<file path="src/rtl/lane_dly_seq_pkg.sv">
// Shared types and encodings for the lane delay-line sequencer.
package lane_dly_seq_pkg;

  // Sequencer states
  typedef enum logic [2:0] {
    StIdle,
    StPre,
    StStrobe,
    StGap,
    StPost,
    StFin
  } state_e;

  // REQ_OP encodings
  localparam logic OpMove = 1'b0;
  localparam logic OpLoad = 1'b1;

  // REQ_SEL / DELAY_LINE_SEL encodings
  localparam logic SelTx = 1'b0;
  localparam logic SelRx = 1'b1;

  // Width needed to hold a down-count starting at max_cycles - 1
  function automatic int unsigned cnt_width(input int unsigned max_cycles);
    return (max_cycles > 1) ? $clog2(max_cycles) : 1;
  endfunction

endpackage

</file>
<file path="src/rtl/lane_dly_tapcnt.sv">
// Saturating 8-bit up/down tap tracker with load to a fixed initial value.
module lane_dly_tapcnt #(
  parameter logic [7:0] INIT_TAP = 8'd1
) (
  input  logic       clk_i,
  input  logic       rst_i,
  input  logic       load_i,
  input  logic       move_i,
  input  logic       dir_i,
  output logic [7:0] tap_o
);

  logic [7:0] tap_q, tap_d;

  // Next tap: load wins over move; moves saturate at 0 and 255
  always_comb begin
    tap_d = tap_q;
    if (load_i) begin
      tap_d = INIT_TAP;
    end else if (move_i) begin
      if (dir_i && (tap_q != 8'hFF)) begin
        tap_d = tap_q + 8'd1;
      end else if (!dir_i && (tap_q != 8'h00)) begin
        tap_d = tap_q - 8'd1;
      end
    end
  end

  // Tap register; position is not retained across reset
  always_ff @(posedge clk_i or posedge rst_i) begin
    if (rst_i) begin
      tap_q <= INIT_TAP;
    end else begin
      tap_q <= tap_d;
    end
  end

  assign tap_o = tap_q;

endmodule

</file>
<file path="src/rtl/lane_dly_seq.sv">
// Delay-line move/load sequencer: wraps each request in an HS_IO_CLK_PAUSE
// window, issues spaced strobes and tracks the resulting tap per line.
module lane_dly_seq
  import lane_dly_seq_pkg::*;
#(
  parameter int unsigned PAUSE_SETUP = 4,
  parameter int unsigned MOVE_GAP    = 2,
  parameter int unsigned PAUSE_HOLD  = 4,
  parameter logic [7:0]  INIT_TAP    = 8'd1
) (
  input  logic       FAB_CLK,
  input  logic       RESET,
  input  logic       REQ_VALID,
  output logic       REQ_READY,
  input  logic       REQ_OP,
  input  logic       REQ_SEL,
  input  logic       REQ_DIR,
  input  logic [7:0] REQ_STEPS,
  output logic       DONE,
  output logic       ERR,
  output logic [7:0] TX_TAP,
  output logic [7:0] RX_TAP,
  output logic       DELAY_LINE_SEL,
  output logic       DELAY_LINE_LOAD,
  output logic       DELAY_LINE_DIRECTION,
  output logic       DELAY_LINE_MOVE,
  output logic       HS_IO_CLK_PAUSE,
  input  logic       TX_DELAY_LINE_OUT_OF_RANGE,
  input  logic       RX_DELAY_LINE_OUT_OF_RANGE
);

  // Each phase counter is loaded with (length - 1); all lengths must be >= 1
  localparam int unsigned MaxSg  = (PAUSE_SETUP > MOVE_GAP) ? PAUSE_SETUP : MOVE_GAP;
  localparam int unsigned MaxCnt = (MaxSg > PAUSE_HOLD) ? MaxSg : PAUSE_HOLD;
  localparam int unsigned CntW   = cnt_width(MaxCnt);

  localparam logic [CntW-1:0] SetupLd = CntW'(PAUSE_SETUP - 1);
  localparam logic [CntW-1:0] GapLd   = CntW'(MOVE_GAP - 1);
  localparam logic [CntW-1:0] HoldLd  = CntW'(PAUSE_HOLD - 1);

  state_e          state_q, state_d;
  logic [CntW-1:0] cnt_q, cnt_d;
  logic [7:0]      steps_q, steps_d;
  logic            op_q, op_d;
  logic            sel_q, sel_d;
  logic            dir_q, dir_d;
  logic            oor_q, oor_d;

  logic pause_q, pause_d;
  logic lsel_q, lsel_d;
  logic ldir_q, ldir_d;
  logic move_q, move_d;
  logic load_q, load_d;
  logic done_q, done_d;
  logic err_q, err_d;

  logic oor_sel;
  assign oor_sel = (sel_q == SelRx) ? RX_DELAY_LINE_OUT_OF_RANGE : TX_DELAY_LINE_OUT_OF_RANGE;

  // Next-state, phase counter and captured request fields
  always_comb begin
    state_d = state_q;
    cnt_d   = cnt_q;
    steps_d = steps_q;
    op_d    = op_q;
    sel_d   = sel_q;
    dir_d   = dir_q;
    oor_d   = oor_q;
    unique case (state_q)
      StIdle: begin
        if (REQ_VALID) begin
          op_d  = REQ_OP;
          sel_d = REQ_SEL;
          dir_d = REQ_DIR;
          oor_d = 1'b0;
          if ((REQ_OP == OpMove) && (REQ_STEPS == 8'd0)) begin
            steps_d = 8'd0;
            state_d = StFin;
          end else begin
            steps_d = (REQ_OP == OpLoad) ? 8'd1 : REQ_STEPS;
            cnt_d   = SetupLd;
            state_d = StPre;
          end
        end
      end
      StPre: begin
        if (cnt_q == '0) begin
          state_d = StStrobe;
        end else begin
          cnt_d = cnt_q - 1'b1;
        end
      end
      StStrobe: begin
        steps_d = steps_q - 8'd1;
        cnt_d   = GapLd;
        state_d = StGap;
      end
      StGap: begin
        // A flag seen on any gap cycle ends the sequence once the gap completes
        if (oor_sel) begin
          oor_d = 1'b1;
        end
        if (cnt_q == '0) begin
          if ((steps_q == 8'd0) || oor_d) begin
            cnt_d   = HoldLd;
            state_d = StPost;
          end else begin
            state_d = StStrobe;
          end
        end else begin
          cnt_d = cnt_q - 1'b1;
        end
      end
      StPost: begin
        if (cnt_q == '0) begin
          state_d = StFin;
        end else begin
          cnt_d = cnt_q - 1'b1;
        end
      end
      StFin: begin
        state_d = StIdle;
      end
      default: begin
        state_d = StIdle;
      end
    endcase
  end

  // Lane outputs are registered, so they are decoded from the next state
  always_comb begin
    pause_d = (state_d == StPre) || (state_d == StStrobe) ||
              (state_d == StGap) || (state_d == StPost);
    lsel_d  = pause_d & sel_d;
    ldir_d  = pause_d & dir_d;
    move_d  = (state_d == StStrobe) && (op_d == OpMove);
    load_d  = (state_d == StStrobe) && (op_d == OpLoad);
    done_d  = (state_d == StFin);
    err_d   = (state_d == StFin) && oor_d;
  end

  // State, sequencing registers and registered outputs
  always_ff @(posedge FAB_CLK or posedge RESET) begin
    if (RESET) begin
      state_q <= StIdle;
      cnt_q   <= '0;
      steps_q <= 8'd0;
      op_q    <= OpMove;
      sel_q   <= SelTx;
      dir_q   <= 1'b0;
      oor_q   <= 1'b0;
      pause_q <= 1'b0;
      lsel_q  <= 1'b0;
      ldir_q  <= 1'b0;
      move_q  <= 1'b0;
      load_q  <= 1'b0;
      done_q  <= 1'b0;
      err_q   <= 1'b0;
    end else begin
      state_q <= state_d;
      cnt_q   <= cnt_d;
      steps_q <= steps_d;
      op_q    <= op_d;
      sel_q   <= sel_d;
      dir_q   <= dir_d;
      oor_q   <= oor_d;
      pause_q <= pause_d;
      lsel_q  <= lsel_d;
      ldir_q  <= ldir_d;
      move_q  <= move_d;
      load_q  <= load_d;
      done_q  <= done_d;
      err_q   <= err_d;
    end
  end

  logic strobe_tx, strobe_rx;
  assign strobe_tx = (state_q == StStrobe) && (sel_q == SelTx);
  assign strobe_rx = (state_q == StStrobe) && (sel_q == SelRx);

  lane_dly_tapcnt #(
    .INIT_TAP (INIT_TAP)
  ) u_tx_tap (
    .clk_i  (FAB_CLK),
    .rst_i  (RESET),
    .load_i (strobe_tx && (op_q == OpLoad)),
    .move_i (strobe_tx && (op_q == OpMove)),
    .dir_i  (dir_q),
    .tap_o  (TX_TAP)
  );

  lane_dly_tapcnt #(
    .INIT_TAP (INIT_TAP)
  ) u_rx_tap (
    .clk_i  (FAB_CLK),
    .rst_i  (RESET),
    .load_i (strobe_rx && (op_q == OpLoad)),
    .move_i (strobe_rx && (op_q == OpMove)),
    .dir_i  (dir_q),
    .tap_o  (RX_TAP)
  );

  assign REQ_READY            = (state_q == StIdle);
  assign DONE                 = done_q;
  assign ERR                  = err_q;
  assign HS_IO_CLK_PAUSE      = pause_q;
  assign DELAY_LINE_SEL       = lsel_q;
  assign DELAY_LINE_DIRECTION = ldir_q;
  assign DELAY_LINE_MOVE      = move_q;
  assign DELAY_LINE_LOAD      = load_q;

endmodule

</file>
<file path="config.mk">
export PLATFORM = sky130hd
export DESIGN_NAME = lane_dly_seq
export DESIGN_NICKNAME = d
export VERILOG_FILES = /design/src/rtl/lane_dly_seq_pkg.sv /design/src/rtl/lane_dly_tapcnt.sv /design/src/rtl/lane_dly_seq.sv
export SDC_FILE = /design/constraint.sdc
export NUM_CORES = 1
export LEC_CHECK = 0
export CORE_MARGIN = 8
export CORE_UTILIZATION = 49
export DETAILED_ROUTE_END_ITERATION = 10
export PLACE_DENSITY_LB_ADDON = 0.2
export SLEW_MARGIN = 10
export SYNTH_ARGS = -nofsm -noshare
export SYNTH_HDL_FRONTEND = slang
export SYNTH_SLANG_ARGS = --single-unit
</file>
<file path="constraint.sdc">
create_clock -name FAB_CLK -period 2.67 [get_ports FAB_CLK]
set_input_delay 0.534 -clock FAB_CLK [delete_from_list [all_inputs] [get_ports FAB_CLK]]
set_output_delay 0.534 -clock FAB_CLK [all_outputs]
set_load 0.01 [all_outputs]
</file>
== Word level (Yosys, flattened, before mapping) ==
Cells that the tools add are included.

* Flip-flop bits (word level): 40

* Equality and inequality tests: 15
* Add/subtract/negate cells: 6
* Reductions and logical operators: 36
* Bitwise gates (word level): 6
* Mux-type cells: 36

{| class="wikitable"
|+ Operator list
! operator !! count
|-
| 8-bit two-way mux || 11
|-
| 8-bit by 1-bit subtractor with 8-bit output (second input constant) || 3
|-
| 3-bit two-way mux || 6
|-
| 8-bit by 1-bit adder with 8-bit output (second input constant) || 2
|-
| 8-bit zero test || 2
|-
| 8-bit != test (second input constant) || 2
|-
| 8-bit one-hot mux with 2 select lines || 1
|-
| 8-bit nonzero test || 2
|-
| 3-bit one-hot mux with 5 select lines || 1
|-
| 1-bit logical AND || 14
|-
| 3-bit by 2-bit == test with 1-bit output (second input constant) || 4
|-
| 1-bit two-way mux || 10
|-
| 2-bit two-way mux || 5
|-
| 3-bit == test (second input constant) || 3
|-
| 2-bit one-hot mux with 4 select lines || 1
|-
| 3-bit by 1-bit == test with 1-bit output (second input constant) || 2
|-
| 2-bit != test (second input constant) || 3
|-
| 2-bit AND reduction || 3
|-
| 2-bit nonzero test || 3
|-
| 3-bit nonzero test || 2
|-
| 5-bit AND reduction || 1
|-
| 1-bit logical OR || 4
|-
| 1-bit inverter || 4
|-
| 4-bit nonzero test || 1
|-
| 8 further kinds || 9
|}

== Logic depth before layout (Yosys ltp) ==
Gate-level depths: netlist of the first run.

* Depth in word-level cells: 12
* Mapped depth: 9

== By module ==
Synthesis of the first run repeated with hierarchy kept, for this count alone.

* Cells, all modules: 317
* Area total of the unflattened synthesis: 2,835.2 um^2

{| class="wikitable"
|+ By module, submodules not included
! module !! times used !! area an instance (um^2) !! seq. area each (um^2) !! cells each
|-
| lane_dly_tapcnt || 2 || 734.5 || 201.4 || 84
|-
| lane_dly_seq || 1 || 1,366.3 || 600.6 || 149
|}

== Least setup slack after synthesis of the first run ==
OpenSTA, ideal clock, no wires.

* Path kind: register to register
* Start: register u_tx_tap.tap_q[0], in the netlist u_tx_tap.tap_o[0]
* End: register u_tx_tap.tap_q[7], in the netlist u_tx_tap.tap_o[7]
* Data arrival time: 2.742 ns
* Period minus slack after synthesis: 2.864 ns
* Cell stages (with the launch flop): 9
* Buffers on the path: 0
* Slack: -0.194 ns
* Path through: dfstp_2 -> nand4_1 -> o21ai_0 -> ha_1 -> and3_1 -> a2111oi_0 -> nor3_1 -> or2_1 -> a32o_1

* Word-level cells in the longest chain between the ends: 5

{| class="wikitable"
|+ Ends and longest elaborated chain
! what !! RTL line !! text
|-
| from (decl) || lane_dly_tapcnt.sv:13 || <nowiki>logic [7:0] tap_q, tap_d;</nowiki>
|-
| from (signal assigned) || lane_dly_tapcnt.sv:34 || <nowiki>tap_q <= tap_d;</nowiki>
|-
| 8-bit by 1-bit subtractor with 8-bit output / 8-bit != test (equally long branches) || lane_dly_tapcnt.sv:24, lane_dly_tapcnt.sv:21 ||
|-
| 8-bit two-way mux / 1-bit logical AND (equally long branches) || lane_dly_tapcnt.sv:23, lane_dly_tapcnt.sv:21 ||
|-
| 8-bit two-way mux || lane_dly_tapcnt.sv:21 || <nowiki>if (dir_i && (tap_q != 8'hFF)) begin</nowiki>
|-
| 8-bit two-way mux || lane_dly_tapcnt.sv:20 || <nowiki>end else if (move_i) begin</nowiki>
|-
| 8-bit two-way mux || lane_dly_tapcnt.sv:18 || <nowiki>if (load_i) begin</nowiki>
|}

Parallel ways exist; a longest one is shown, timed or not. The select of a mux whose other input is x is not followed.
A chain may end at the register's enable or synchronous reset.

== Worst setup path after layout of the first run ==
Ends and elaborated chain as after synthesis.

==> results of run 1 <==
[layout make-up]
type | count | area [um2] | area share (%)
clock inverter | 3 | 46.29 | 1.382
timing repair buffer | 49 | 465.4 | 13.89
multi-input combinational | 213 | 1602 | 47.80
clock buffer | 5 | 68.82 | 2.054
inverter | 20 | 75.07 | 2.240
tap | 72 | 90.09 | 2.689
sequential | 40 | 1003 | 29.95
[power groups by stage]
stage	sequential [mW]	clock (mW)	combinational [mW]
finish	1.23	0.515	2.71
global route	1.28	0.553	3.04
CTS	1.23	0.532	2.71
detailed placement	1.23	0	2.69
floorplan	1.19	0	1.92
global placement	1.23	0	2.64
[state kept, by name, summed over array words and instances, names as in the netlist]
| signal | count |
|---|---|
| u_tx_tap.tap_o | 8 |
| dir_q | 1 |
| state_q | 3 |
| ERR | 1 |
| cnt_q | 2 |
| DELAY_LINE_MOVE | 1 |
| HS_IO_CLK_PAUSE | 1 |
| sel_q | 1 |
| steps_q | 8 |
| u_rx_tap.tap_o | 8 |
| DELAY_LINE_DIRECTION | 1 |
| op_q | 1 |
| DONE | 1 |
| DELAY_LINE_LOAD | 1 |
| oor_q | 1 |
| DELAY_LINE_SEL | 1 |
[worst max-delay path: cells and delay by family (launching register included)]
kind                       cells  cell delay, ns
AOI/OAI and AO/OA              3            0.79
buffers and inverters          1            0.17
and+or+nand+nor                4            0.73
DFF                            1            0.54
adders and majority gates      1            0.30
[repair_timing]
action / in CTS / in global routing
gates resized for setup: 1 / 2
endpoints found under the setup margin: 1 / 3
gates cloned: 0 / 0
buffers inserted: 0 / 0
[per-stage QoR]
step	setup WS (ns)	cell area (um2)	TNS, ns	hold WS, ns	total power, mW
6_report	0.03926	3351	0	0.5212	4.462
5_1_grt	-0.07467	3351	-0.1312	0.5576	4.881
4_1_cts	0.05276	3342	0	0.5257	4.471
3_5_place_dp	0.04563	3223	0	0.5060	3.922
3_3_place_gp	0.1177	3223	0	0.4907	3.873
2_1_floorplan	0.01977	2716	0	0.4806	3.109
[cells in the mapped netlist (8+ instances only)]
cell type	number	share of area, %
mux2_2	15	6.2
nor2b_1	8	1.8
ha_1	14	6.4
nor4_1	8	1.8
o21ai_0	8	1.5
nand2_1	13	1.8
a21oi_1	17	3.1
nor3_1	13	2.4
inv_1	20	2.8
dfrtp_1	38	35
nor2_1	19	2.6
[cell usage in the layout (no fill, tap or decap), drive strengths merged, types with 3 or more instances in the layout]
cell type / count
a211oi: 5
a21o: 6
a21oi: 17
a31oi: 3
and3: 4
buf: 10
clkbuf: 5
clkdlybuf4s50: 39
dfrtp: 38
ha: 14
inv: 21
mux2: 16
mux2i: 3
nand2: 13
nand2b: 3
nand3: 5
nand4: 6
nor2: 19
nor2b: 8
nor3: 14
nor3b: 7
nor4: 10
o211ai: 5
o21a: 6
o21ai: 8
o22ai: 3
xnor2: 3
[path summary, 6_finish.rpt]
check / end / start
max reg2reg: u_tx_tap.tap_o[7] / u_tx_tap.tap_o[0]
min: cnt_q[1] / cnt_q[1]
max in group asynchronous: u_tx_tap.tap_o[0] / RESET
max: u_tx_tap.tap_o[7] / u_tx_tap.tap_o[0]
min reg2reg: cnt_q[1] / cnt_q[1]
min in group asynchronous: steps_q[3] / RESET
[layer usage]
metal | vias to the layer above | GRT usage [%] | share of wire (%)
met2 | 53 | 26.01 | 48
met5 | - | 0 | 0
met3 | 4 | 4.239 | 5.3
met1 | 1128 | 19.19 | 46
li1 | 1156 | - | -
met4 | 0 | 4.300 | 0.77
[cell families (layout without fill, tap and decap cells)]
group / count (synthesis) / in the layout / synth area share (%)
AND/OR/NAND/NOR: 101 / 101 / 21.97
AO/OA/AOI/OAI: 73 / 73 / 19.44
flip-flops: 40 / 40 / 36.94
buffers and inverters: 30 / 77 / 4.560
multiplexers: 19 / 19 / 7.876
adder cells (fa/ha/maj): 16 / 16 / 7.923
XOR/XNOR: 4 / 4 / 1.290
==> qor.txt, run 1 <==
DRT Pass-1 Iters: 4
Worst reg2reg path depth: 9
DRT iter0 DRCs: 105
Clk_lat worst skew: 0.30 ns
Routed Antenna Nets: 0
Final Hold Fails: 0
Row Count: 27
Routability cong.: 0.8053
Reg-to-reg slack, setup: 0.04 ns
Reg clk slew, reported paths: 0.09 ns
Reg power frac: 27.7%
Area Overhead vs Synth: 23.35%
Fin cells: 402
DR WL/cell: 15.42 um
Slew Limit Headroom: 60.26%
Synth async-reset ratio: 100.0%
Max-Cap Viols: 0
Worst path max stage delay: 0.54 ns
Mapped Area: 2716 um2
CTS HTree Levels: 2
Total CTS buffers: 5
Antenna diodes: 0
Initial core utilization: 49.94%
Combinational share of power: 60.8%
Critical path arrival: 2.82 ns
Max clock buf depth: 2
Die area: 8182 um2
Syn Nets: 315
Root Driver: clkbuf_8
Net Sw Power: 1.912 mW
Outcome: complete, no violations
Crit share post-route: 98.53%
Pwr dens: 1332 nW/um2
Post-route minimum period: 2.631 ns
Number of synthesized flops with an enable pin: 0
Gr usage total: 15.58%
HP Class: reg2reg
Syn Area/Cell: 9.598 um2
DP Cell Count: 394
Largest net degree at the start of global routing: 41
WP data required: 2.85 ns
WHS Path Cells: 1
Fill count: 496
CTS tree: built
Worst vdd ir: 0.7167 mV
Clock sinks: 40
DRC violations left: 0
Initial antenna violation count: 0
RSZ-0062 raised after global routing: true
Seq/Total Area, Yosys: 36.94%
I/O Buffers: 39
Core Region: 5439 um2
Switching fraction of total power: 42.85%
First-pass GRT wire length: 10770 um
Final Skew: 0.008881 ns
Yosys warns: 0
Die Span Y: 90.46 um
Dominant synthesized flop cell: dfrtp_1
Cell Int Power: 2.550 mW
Clk pwr share: 11.5%
Vias in the first global route: 2283
Overflow after GRT: 0
Fin util: 61.61%
WS Path Type: reg2reg
Slowest-stage cell, CP: dfstp_2
Leakage power: 1.395 nW
Crit. End Element: flop
Drt total wl: 6200 um
Final setup vio count: 0
Slew @ Worst Pin: 0.5947 ns
Startpoint type of the worst setup path: flop
Synth cell types: 63
Share of cells above drive strength 1: 16.06%
Post-CTS Hold Buffers: 0
Hpwl dp: 4480 um
Die Width: 90.46 um
FF+latch count, synth: 40
Crit path max fanout: 8
Fmax: 0.3801 GHz
Final nets: 361
Via density: 5.823
Slew Viols, Final: 0
Top Ports: 40
Sequence of cells on the critical path: nand4_1, o21ai_1, buf_4, ha_1, and3_1, a2111oi_0, nor3_1, or2_1, a32o_1
Via count: 2341
Gate count of the mapped netlist: 283
Power figures use the tool's default switching activity.
==> inputs of run 2 (changes only) <==
- CORE_UTILIZATION: 49 -> 45
==> run 2 against run 1 <==
  * Clock skew decreased by 0.0051 ns
  * Final area rose by 0.60%
  * Core utilization shrank 4.3 points
  * Via count fell by 0.64%
  * Register-to-register slack better by 0.09 ns
  * Total power is 1.2% higher
  * Die area up 7.3%
  * First-iteration DRC count decreased by 14%
==> qor.txt, run 2 (synthesis results as in run 1) <==
DR WL/cell: 15.59 um
Reg power frac: 27.4%
Slew Limit Headroom: 49.03%
Max clock buf depth: 2
Slew @ Worst Pin: 0.7646 ns
Area Overhead vs Synth: 24.09%
Max-Cap Viols: 0
Final Hold Fails: 0
Share of cells above drive strength 1: 17.17%
Via count: 2326
WS Path Type: reg2reg
Commonest non-fill, non-tap cells in the layout: clkdlybuf4s50_1, dfrtp_1, inv_1
Crit. End Element: flop
Combinational share of power: 61.3%
Switching fraction of total power: 43.00%
Fmax: 0.3928 GHz
Register area: 1003 um2
Placed inst area: 3242 um2
Slowest-stage cell, CP: dfstp_2
Post-route minimum period: 2.546 ns
Setup TNS Final: 0 ns
Gr usage total: 14.58%
Final setup vio count: 0
HP Class: reg2reg
Largest net degree at the start of global routing: 41
Area of the multi-input gates: 1603 um2
WP data required: 2.86 ns
Initial antenna violation count: 0
Crit path max fanout: 8
Core Region: 5886 um2
Worst path max stage delay: 0.54 ns
Drt total wl: 6345 um
Root Driver: clkbuf_8
Clk pwr share: 11.3%
First-pass GRT wire length: 10500 um
Delay-heaviest family, CP: compound AO/OA/AOI/OAI gates
Pwr dens: 1340 nW/um2
Net Sw Power: 1.942 mW
Total CTS buffers: 5
Routed Antenna Nets: 0
Critical path buffer and inverter count: 1
Antenna diodes: 0
Routability cong.: 0.9186
Crit share post-route: 95.34%
Post-route cell area: 3371 um2
Reg clk slew, reported paths: 0.08 ns
Clk_lat worst skew: 0.29 ns
Fill count: 566
Hpwl dp: 4626 um
Initial core utilization: 46.15%
Critical path arrival: 2.73 ns
DRT iter0 DRCs: 90
Die area: 8779 um2
Sequence of cells on the critical path: nand4_1, o21ai_1, buf_4, ha_1, and3_1, a2111oi_1, nor3_1, or2_1, a32o_1
Cell Int Power: 2.575 mW
Outcome: complete, no violations
Final Skew: 0.003808 ns
Leading cell type in the layout, fill and taps excluded: clkdlybuf4s50_1
Startpoint type of the worst setup path: flop
Leakage power: 1.402 nW
Via density: 5.715
Row Count: 28
Vias in the first global route: 2211
Slew Viols, Final: 0
Clock sinks: 40
I/O Buffers: 39
Top Ports: 40
Overflow after GRT: 0
Die Span Y: 93.70 um
Die Width: 93.70 um
CTS HTree Levels: 2
DRT Pass-1 Iters: 4
Worst vdd ir: 0.6683 mV
DRC violations left: 0
Final nets: 363
CTS tree: built
[run 2: cell count changes in the layout (fill, tap and decap cells not counted)]
cell	change
ha_1	-1
buf_4	+2
a311oi_1	-1
o21ai_4	-1
a21oi_2	+1
ha_2	+1
o21ai_1	+1
a21oi_1	-1
a311oi_2	+1
[run 2: power by group through the flow]
| stage | Clock [mW] | Combinational (mW) | Sequential (mW) |
|---|---|---|---|
| global route | 0.554 | 3.08 | 1.28 |
| detailed placement | 0 | 2.70 | 1.24 |
| finish | 0.513 | 2.77 | 1.24 |
| global placement | 0 | 2.67 | 1.23 |
| floorplan | 0 | 1.92 | 1.19 |
| CTS | 0.528 | 2.73 | 1.23 |
[run 2: routing by layer]
layer	global-route usage (%)	vias to the layer above	share of wire (%)
met2	22.52	48	45
li1	-	1165	-
met3	3.837	5	4.4
met1	19.91	1108	49
met4	3.038	0	0.69
met5	0	-	0
[run 2: final timing paths]
| check | slack [ns] | startpoint | end | cells after the start |
|---|---|---|---|---|
| worst min-delay path | 0.51 | cnt_q[1] | cnt_q[1] | 1 |
| min in group asynchronous | 0.66 | RESET | steps_q[6] | 3 |
| worst max register to register | 0.12 | u_tx_tap.tap_o[0] | u_tx_tap.tap_o[7] | 9 |
| max in group asynchronous | 1.64 | RESET | u_tx_tap.tap_o[0] | 3 |
| worst max-delay path | 0.12 | u_tx_tap.tap_o[0] | u_tx_tap.tap_o[7] | 9 |
| worst min register to register | 0.51 | cnt_q[1] | cnt_q[1] | 1 |
[run 2: metrics by stage]
stage          setup WS [ns]  util (%)  hold WS, ns  cells  power [mW]
3_3_place_gp          0.1959     55.08       0.4894    399       3.907
3_5_place_dp          0.1864     55.08       0.5027    399       3.943
5_1_grt             -0.02939     57.27       0.5492    407       4.922
6_report              0.1244     57.27       0.5146    407       4.517
4_1_cts               0.1706     57.04       0.5234    407       4.488
2_1_floorplan        0.01977         -       0.4806    283       3.109
[run 2: final cells by class]
| type | count | share of cell area [%] |
|---|---|---|
| multi-input combinational | 213 | 47.55 |
| sequential | 40 | 29.77 |
| timing repair buffer | 51 | 14.25 |
| tap | 75 | 2.784 |
| inverter | 20 | 2.227 |
| clock buffer | 5 | 2.042 |
| clock inverter | 3 | 1.373 |
[run 2: repair_timing]
action | CTS | global route
hold buffers | 0 | 0
buffers inserted | 0 | 0
endpoints found under the setup margin | 0 | 2
gates resized for setup | 0 | 4
==> edit 1: new RTL, config.mk and constraints of run 2 <==
Remove the register `err_q`: a continuous assignment takes its place, so the output `ERR` follows one clock earlier.
--- a/src/rtl/lane_dly_seq.sv
+++ b/src/rtl/lane_dly_seq.sv
@@ -157,3 +157,2 @@
       done_q  <= 1'b0;
-      err_q   <= 1'b0;
     end else begin
@@ -172,5 +171,6 @@
       done_q  <= done_d;
-      err_q   <= err_d;
     end
   end
+
+  assign err_q = err_d;
 
Formal check against the unedited RTL: same outputs for any inputs over 10 cycles, from zero or initial values and one cycle with RESET high; that may be too few to reach the edited logic, so the function may still have changed.
==> edit 1 against run 2 <==
  * Area after synthesis shrank 3.6%
  * Worst setup slack lost 0.10 ns
  * Non-clock buffer count grew 27
  * Largest cell class unchanged
  * Power grew 0.29%
  * Cell area grew 4.2%
  * Sequential cell count shrank 1
  * Wire length grew 4.8%
  * Via count grew 1.5%
  * Combinational power grew 5%
  * Synthesized cell count shrank 2.5%
  * Clock skew shrank 0.00063 ns
==> edit 1: results <==
export IMPL_outcome="completed"
export IMPL_gr_usage_met2_pct=28.61
export IMPL_cts_resized=14
export IMPL_drive_gt1_share_pct=24.58
export IMPL_pre_cts_slack_ns=-0.5715
export IMPL_startpoint="REQ_VALID"
export IMPL_combPwrFrac_pct=64.5
export IMPL_slowest_delay_ns=0.45
export IMPL_syn_nets=308
export IMPL_grt_pass1_vias=2407
export IMPL_hpwl_um=4932
export IMPL_whs_ns=0.4921
export IMPL_cp_endpoint="ERR"
export IMPL_critPathTopFamily="simple AND/OR/NAND/NOR gates"
export IMPL_grt_pass1_wl_um=11430
export IMPL_arrival_ns=2.12
export IMPL_wl_met2_um=3384
export IMPL_dpl_cell_count=414
export IMPL_clock_skew_ns=0.003180
export IMPL_final_nets=385
export IMPL_r2r_setup_slack_ns=0.09
export IMPL_yosysSeqAreaShare_pct=37.36
export IMPL_routed_wl_um=6649
export IMPL_gp_congestion=0.8756
export IMPL_fillers=479
export IMPL_placed_area_sq_um=3324
export IMPL_synth_top_cells_by_count="37 x dfrtp_1, 25 x nor2_1, 19 x a21oi_1"
export IMPL_grt_start_max_net_pins=40
export IMPL_slowest_stage="nor4_1"
export IMPL_met3_usage_pct=4.238
export IMPL_crit_fanout=3
export IMPL_powerDensity_nw_per_um2=1290
export IMPL_seqCellArea_sq_um=978.4
export IMPL_max_vdd_ir_drop_mv=0.6710
export IMPL_max_slew_margin_rel_pct=65.50
export IMPL_synth_cell_types=59
export IMPL_netSwitchingFraction_pct=41.58
export IMPL_seqPwrFrac_pct=24.3
==> edit 1: cell count changes after synthesis, sizes merged, moves of 3 or more <==
cell	before	now
a21o	6	3
mux2	16	11
nand2	13	17
nand2b	3	11
nor2	19	26
nor3	14	8
nor3b	7	4
nor4	10	5
o21ai	8	11
o22ai	3	0
o41ai	0	3
or4	0	5
==> edit 1: cell families after synthesis <==
group                    after synthesis  share of synthesized area (%)
flip-flops                            39                          37.36
AO/OA/AOI/OAI                         66                          19.06
AND/OR/NAND/NOR                      106                          22.36
adder cells (fa/ha/maj)               16                          8.218
multiplexers                          16                          7.214
XOR/XNOR                               4                          1.338
buffers and inverters                 29                          4.443
==> edit 1: cell type report <==
cell class                      count  area share, %
Tap cell                           72          2.565
Clock buffer                        5          1.959
Clock inverter                      3          1.247
Inverter                           21          2.244
Multi-Input combinational cell    208          44.71
Timing Repair Buffer               78          19.42
Sequential cell                    39          27.86
==> edit 2: new RTL, flow settings as in run 2 <==
Without the edit above. Change the parameter `MOVE_GAP` from 2 to 1.
--- a/src/rtl/lane_dly_seq.sv
+++ b/src/rtl/lane_dly_seq.sv
@@ -6,3 +6,3 @@
   parameter int unsigned PAUSE_SETUP = 4,
-  parameter int unsigned MOVE_GAP    = 2,
+  parameter int unsigned MOVE_GAP    = 1,
   parameter int unsigned PAUSE_HOLD  = 4,
Formal check against the unedited RTL: not equivalent (a bounded check fails within 10 cycles, from zero or initial values and one cycle with RESET high).
==> edit 2 against run 2 <==
  * Area after synthesis shrank 4.1%
  * Highest routed layer unchanged
  * Worst setup slack worse by 0.023 ns
  * Count of clock-buffer cells in the layout up 1
  * Power down 6.1%
  * Sequential cell count stayed put
  * Wire length shrank 4.1%
  * Cell count increased by 4.2%
  * Cell area down 0.56%
  * Synthesized cell count increased by 1.4%
==> edit 2: results <==
export IMPL_outcome="completed"
export IMPL_max_vdd_ir_drop_mv=0.5374
export IMPL_met1_length_um=2763
export IMPL_synth_mux_area_share_pct=5.956
export IMPL_synth_area_leaders="dfrtp_1 37%, ha_1 6.7%, a21oi_1 4.2%"
export IMPL_antenna_found_initial=0
export IMPL_root_buffer="clkbuf_8"
export IMPL_critPathTopFamily="compound AO/OA/AOI/OAI gates"
export IMPL_p_comb_uw=2720
export IMPL_pwr_share_clk_pct=10.2
export IMPL_max_slew_margin_rel_pct=66.73
export IMPL_synth_async_reset_ratio_pct=100.0
export IMPL_wl_per_cell_um=14.35
export IMPL_internal_power_uw=2459
export IMPL_p_leak_uw=0.001487
export IMPL_synth_top_cells_by_count="38 x dfrtp_1, 27 x nor2_1, 23 x inv_1"
export IMPL_dpl_cell_count=414
export IMPL_syn_nets=319
export IMPL_grt_pass1_wl_um=10410
export IMPL_synthCells=287
export IMPL_hpwl_um=4634
export IMPL_synthAdderAreaFrac_pct=8.261
export IMPL_slowest_delay_ns=0.54
export IMPL_final_nets=383
export IMPL_wl_met2_um=2982
export IMPL_synth_compound_area_share_pct=19.45
export IMPL_drtIter0Drc=76
export IMPL_yosysSeqAreaShare_pct=38.52
export IMPL_placed_area_sq_um=3211
export IMPL_synth_xor_area_share_pct=2.017
export IMPL_cts_buffer_depth=2
export IMPL_gp_congestion=0.8614
export IMPL_viasPerCell=5.410
export IMPL_clock_skew_ns=0.002578
export IMPL_dr_max_layer_used="met4"
export IMPL_drive_gt1_share_pct=15.63
export IMPL_crit_fanout=6
export IMPL_synth_cell_types=58
export IMPL_routed_wl_um=6085
export IMPL_clk_insertion_delay_late_ns=0.29
export IMPL_cts_max_level=2
export IMPL_grt_pass1_vias=2264
export IMPL_wl_met3_um=248
export IMPL_grtUsageTotal_pct=14.81
export IMPL_slowest_stage="dfstp_2"
export IMPL_grt_start_max_net_pins=41
-- edit 2: timing repair --
| action | CTS | global route |
|---|---|---|
| resized for setup | 0 | 8 |
| endpoints found under the setup margin | 0 | 4 |
| hold buffers | 0 | 0 |
| buffers inserted | 0 | 2 |
-- edit 2: area by class of cell --
| type | count | area, sq um |
|---|---|---|
| inverter | 23 | 86.33 |
| clock inverter | 2 | 15.01 |
| clock buffer | 6 | 82.58 |
| sequential | 40 | 1003 |
| timing repair buffer | 65 | 589.3 |
| tap | 72 | 90.09 |
| fill | 493 | 2188 |
| multi-input combinational | 216 | 1485 |
-- edit 2: through the flow --
step                      hold WS, ns  total power (uW)  setup WS (ns)
after floorplan                0.4894              2869        0.05649
after detailed placement       0.5164              3763        0.06724
final                          0.5368              4241         0.1010
after CTS                      0.5331              4215        0.04197
after global routing           0.5669              4623       -0.03873
after global placement         0.5093              3715         0.1156
-- edit 2: worst paths after layout --
| path | cells after the start | slack [ns] | start | endpoint |
|---|---|---|---|---|
| max | 10 | 0.10 | u_tx_tap.tap_o[0] | u_tx_tap.tap_o[7] |
| max reg2reg | 10 | 0.10 | u_tx_tap.tap_o[0] | u_tx_tap.tap_o[7] |
| min in group asynchronous | 3 | 0.67 | RESET | HS_IO_CLK_PAUSE |
| min reg2reg | 2 | 0.54 | cnt_q[1] | cnt_q[1] |
| min | 2 | 0.54 | cnt_q[1] | cnt_q[1] |
| max in group asynchronous | 3 | 1.63 | RESET | u_tx_tap.tap_o[0] |
-- edit 2: metal layers --
layer / vias to the layer above / track usage [%]
li1: 1165 / -
met1: 1076 / 18.03
met2: 47 / 24.43
met3: 6 / 3.260
met4: 0 / 6.711
met5: - / 0
